--- config.mk ---
export PLATFORM = sky130hd
export DESIGN_NAME = sr_command_generator
export DESIGN_NICKNAME = d
export VERILOG_FILES = /design/src/rtl/sr_command_generator_pkg.sv /design/src/rtl/sr_command_generator_debounce_channel.sv /design/src/rtl/sr_command_generator.sv
export SDC_FILE = /design/constraint.sdc
export NUM_CORES = 1
export LEC_CHECK = 0
export CAP_MARGIN = 20
export CORE_AREA = 2 2 39 41
export DETAILED_ROUTE_END_ITERATION = 10
export DIE_AREA = 0 0 41 43
export GPL_TIMING_DRIVEN = 1
export PLACE_DENSITY = 0.6
export REMOVE_ABC_BUFFERS = 1
export SLEW_MARGIN = 20
export SYNTH_ARGS = -nofsm -noshare
export SYNTH_HDL_FRONTEND = slang
export SYNTH_HIERARCHICAL = 1
export SYNTH_SLANG_ARGS = --single-unit
--- constraint.sdc ---
create_clock -name clk -period 2.2 [get_ports clk]
set_input_delay 0.22 -clock clk [delete_from_list [all_inputs] [get_ports clk]]
set_output_delay 0.22 -clock clk [all_outputs]
set_load 0.05 [all_outputs]
--- src/rtl/sr_command_generator_pkg.sv ---
// Shared definitions for the SR flip-flop command stage: command encodings,
// default debounce length and channel indexing. The flip-flop benches reuse these.
package sr_command_generator_pkg;

    // Default number of consecutive differing cycles before a level flips.
    localparam int DEFAULT_DEBOUNCE_CYCLES = 4;

    // Command encodings as presented on {s, r}. 2'b11 is deliberately absent.
    typedef enum logic [1:0] {
        CMD_HOLD  = 2'b00,
        CMD_RESET = 2'b01,
        CMD_SET   = 2'b10
    } cmd_t;

    // Channel indices used by the top level when building per-button arrays.
    localparam int CH_RESET = 0;
    localparam int CH_SET   = 1;
    localparam int NUM_CH   = 2;

    // Width of a counter that must hold values 0 .. cycles-1.
    function automatic int cnt_width(input int cycles);
        int w;
        w = $clog2(cycles);
        if (w < 1) begin
            w = 1;
        end
        return w;
    endfunction

endpackage : sr_command_generator_pkg

--- src/rtl/sr_command_generator_debounce_channel.sv ---
// One button channel: 2-flop synchroniser, debounce counter, debounced level
// register and a registered one-cycle flag marking each 0->1 level flip.
module debounce_channel
    import sr_command_generator_pkg::*;
#(
    parameter int DEBOUNCE_CYCLES = DEFAULT_DEBOUNCE_CYCLES
)(
    input  logic clk,
    input  logic reset,
    input  logic raw,
    output logic level,
    output logic rise
);

    localparam int                 CNT_W    = cnt_width(DEBOUNCE_CYCLES);
    // Counter value at which a still-differing input is accepted.
    localparam logic [CNT_W-1:0]   CNT_LAST = CNT_W'(DEBOUNCE_CYCLES - 1);

    logic             r_sync1;
    logic             r_sync2;
    logic [CNT_W-1:0] r_cnt;
    logic             r_level;
    logic             r_rise;

    logic [CNT_W-1:0] w_cnt_next;
    logic             w_level_next;
    logic             w_rise_next;
    logic             w_differs;

    assign w_differs = (r_sync2 != r_level);

    // Debounce decision: count while the synchronised input disagrees with the
    // accepted level, restart on any agreement, flip and clear on the last count.
    always_comb begin
        w_cnt_next   = r_cnt;
        w_level_next = r_level;
        w_rise_next  = 1'b0;
        if (w_differs) begin
            if (r_cnt == CNT_LAST) begin
                w_level_next = r_sync2;
                w_cnt_next   = '0;
                // Only a press (new level 1) is flagged; release is silent.
                w_rise_next  = r_sync2;
            end else begin
                w_cnt_next   = r_cnt + CNT_W'(1);
            end
        end else begin
            w_cnt_next = '0;
        end
    end

    // Synchroniser and debounce state; reset clears everything so a button held
    // through reset is qualified again as a fresh press.
    always_ff @(posedge clk) begin
        if (reset) begin
            r_sync1 <= 1'b0;
            r_sync2 <= 1'b0;
            r_cnt   <= '0;
            r_level <= 1'b0;
            r_rise  <= 1'b0;
        end else begin
            r_sync1 <= raw;
            r_sync2 <= r_sync1;
            r_cnt   <= w_cnt_next;
            r_level <= w_level_next;
            r_rise  <= w_rise_next;
        end
    end

    assign level = r_level;
    assign rise  = r_rise;

endmodule : debounce_channel

--- src/rtl/sr_command_generator.sv ---
// Command stage for the SR flip-flop: debounces the set/reset buttons and turns
// each debounced press into a single-cycle s or r pulse, reset-dominant, never 11.
module sr_command_generator
    import sr_command_generator_pkg::*;
#(
    parameter int DEBOUNCE_CYCLES = DEFAULT_DEBOUNCE_CYCLES
)(
    input  logic clk,
    input  logic reset,
    input  logic btn_set,
    input  logic btn_reset,
    output logic s,
    output logic r,
    output logic set_level,
    output logic reset_level
);

    logic [NUM_CH-1:0] w_raw;
    logic [NUM_CH-1:0] w_level;
    logic [NUM_CH-1:0] w_rise;
    cmd_t              w_cmd;

    assign w_raw[CH_SET]   = btn_set;
    assign w_raw[CH_RESET] = btn_reset;

    // One identical debounce channel per button.
    for (genvar gi = 0; gi < NUM_CH; gi++) begin : g_ch
        debounce_channel #(
            .DEBOUNCE_CYCLES (DEBOUNCE_CYCLES)
        ) u_channel (
            .clk   (clk),
            .reset (reset),
            .raw   (w_raw[gi]),
            .level (w_level[gi]),
            .rise  (w_rise[gi])
        );
    end

    // Arbitration of the registered rise flags: reset wins, and a set that
    // qualifies on the same edge is dropped rather than deferred. Only flop
    // outputs feed this, so there is no path from the raw buttons to s/r.
    always_comb begin
        w_cmd = CMD_HOLD;
        if (w_rise[CH_RESET]) begin
            w_cmd = CMD_RESET;
        end else if (w_rise[CH_SET]) begin
            w_cmd = CMD_SET;
        end
    end

    assign {s, r}      = w_cmd;
    assign set_level   = w_level[CH_SET];
    assign reset_level = w_level[CH_RESET];

endmodule : sr_command_generator

==> run summary <==
Hold buffers post-CTS: 0
Worst Hold Class: flop to flop
Reg power frac: 61.0%
RSZ-0062 raised after global routing: no
CORE AREA: 1384 µm²
Via Count: 261
IO Port Bufs: 7
CP arrival: 1.49 ns
Crit Path Class: flop to output pin
DR WL/cell: 9.860 µm
Die footprint: 1763 µm²
Hold Vio Cnt, Final: 0
Vias in the first global route: 250
Worst Tran Pin Value: 0.4947 ns
Vias per cell: 4.579
Pins Over Slew Limit: 0
Clk slew on worst S/H paths: 0.07 ns
Max transition margin: 66.92%
Clk sinks: 12
Layout Utilization: 38.25%
CTS buffer count: 3
Combinational power share: 3.9%
Critical path capture point type: output pin
Final GP Congestion: 0.6582
Switching Share: 19.98%
Antenna fix cells: 0
Worst-skew pair later-pin latency: 0.26 ns
Filler Cell Count: 138
VDD IR max: 221.0 µV
I/O pin count: 8
Final nets: 49
Mapped cell area: 416.7 µm²
Top cell family by delay on the critical path: buffers and inverters
PwrDens: 693.0 nW/µm²
Pre-CTS setup slack: 0.7557 ns
Switching power: 73.27 µW
Total power: 366.8 µW
Synth warn: 6
Final setup margin: 0.4862 ns
Clk pwr share: 35.1%
Routed WL: 562 µm
# resized after CTS: 0
Pleak: 0.0001909 µW
Endpoints failing setup: 0
Iter 0 DRT Violations: 1
Most frequent cells in the layout: 12 x dfxtp_1, 7 x clkdlybuf4s50_1, 4 x nor2b_1, 3 x clkbuf_4
Status: complete, no violations
Cell variety after synth: 10
Crit-path max FO: 1
Area Growth Syn to Fin: 27.03%
Layout cells sized above 1: 19.51%
Die Height: 43 µm
DRC Markers: 0
Dpl cells: 54
Die width: 41 µm
Non-filler instance count after layout: 57
Int Pwr: 293.5 µW
Row cnt: 14
Clock buffer depth: 2
Peak Freq: 0.5835 GHz
Final min period: 1.714 ns
Critical Path RT: 1.98 ns
Setup bufs post-CTS: 0
FF+latch count, synth: 12
Worst path slowest cell: clkdlybuf4s50_1
Setup TNS: 0 ns
CP peak stage delay: 0.79 ns
H-tree level count: 1
First-pass GRT wire length: 1035 µm
Antenna viol nets, final: 0
Final Skew: 0.0001518 ns
Initial antenna violation count: 0
Syn_area_per_cell: 13.44 µm²
WP buf/inv: 1
Type of origin of the critical path: flop
Initial Util: 30.11%
CTS tree: done
Crit-path cells: nor2b_4 -> clkdlybuf4s50_1
Router iterations before antenna repair: 2
Max-Cap Viols: 0
Largest net degree at the start of global routing: 13
Overall global routing resource usage: 9.413%
Sequential fraction of the synthesis area: 57.66%
Clock Root Buffer: clkbuf_4
Post-DP HPWL: 434.3 µm
Post-route clock period utilization: 77.90%
Grt total ovfl: 0
Most common cell after layout, fill and taps aside: dfxtp_1
Syn Inst Count: 31
## final timing paths
kind,from,slack (ns),endpoint,depth (start not counted)
max,g_ch[1].u_channel/rise,0.49,s,2
min,g_ch[0].u_channel/r_cnt[0],0.43,g_ch[0].u_channel/r_cnt[0],1
max reg2reg,g_ch[1].u_channel/r_cnt[0],1.24,g_ch[1].u_channel/level,3
min reg2reg,g_ch[0].u_channel/r_cnt[0],0.43,g_ch[0].u_channel/r_cnt[0],1
## layer usage
metal	wire length, µm	vias up	share of wire, %	track usage (%)
met1	218	124	39	10.56
met2	308	6	55	12.50
met5	0	-	0	0
li1	-	131	-	-
met4	0	0	0	10.00
met3	34	0	6.0	3.141
## kinds of logic (layout without fill, tap and decap cells)
family / Yosys count / after routing / share of synthesized area, %
and+or+nand+nor: 13 / 13 / 27.33
DFF: 12 / 12 / 57.66
adders and majority gates: 2 / 2 / 6.005
xor gates and xnor gates: 2 / 2 / 4.205
muxes: 2 / 2 / 4.805
buffers and inverters: 0 / 10 / 0
## flip-flops by register name, indices dropped and copies added (netlist names)
register                count
g_ch.u_channel/level        2
g_ch.u_channel/rise         2
g_ch.u_channel/r_cnt        4
g_ch.u_channel/r_sync1      2
g_ch.u_channel/r_sync2      2
## through the flow
step                hold slack, ns  area (µm²)
floorplan                   0.2916       416.7
global route                0.4617       529.3
detailed placement          0.4266       506.7
global placement            0.4143       506.7
finish                      0.4303       529.3
CTS                         0.4392       529.3
## synthesized netlist by cell type
| cell type | count | area share (%) |
|---|---|---|
| nor4_1 | 2 | 3.0 |
| ha_1 | 2 | 6.0 |
| nor2_1 | 2 | 1.8 |
| nor4b_2 | 2 | 7.2 |
| nor2b_4 | 1 | 3.3 |
| mux2i_1 | 2 | 4.8 |
| dfxtp_1 | 12 | 58 |
| nor2b_1 | 4 | 6.0 |
| and4bb_2 | 2 | 6.0 |
| xnor2_1 | 2 | 4.2 |
## area by class of cell
cell class	instances	area (µm²)	area share (%)
tap	16	20.02	3.783
multi-input combinational	19	176.4	33.33
clock buffer	3	22.52	4.255
sequential	12	240.2	45.39
timing repair buffer	7	70.07	13.24
## worst reg2reg max path: cells and delay by family (launching register included)
kind                     cells  cell delay [ns]
flip-flops                   1             0.34
AND/OR/NAND/NOR              1             0.05
adder cells (fa/ha/maj)      1             0.25
multiplexers                 1             0.20
## power by group through the flow
stage	clock network, µW	logic, µW	registers [µW]
finish	129	14.3	224
global route	149	16.0	224
CTS	136	14.6	224
detailed placement	0	14.6	229
global placement	0	13.7	229
floorplan	0	5.71	228
Power figures use the tool's default switching activity.
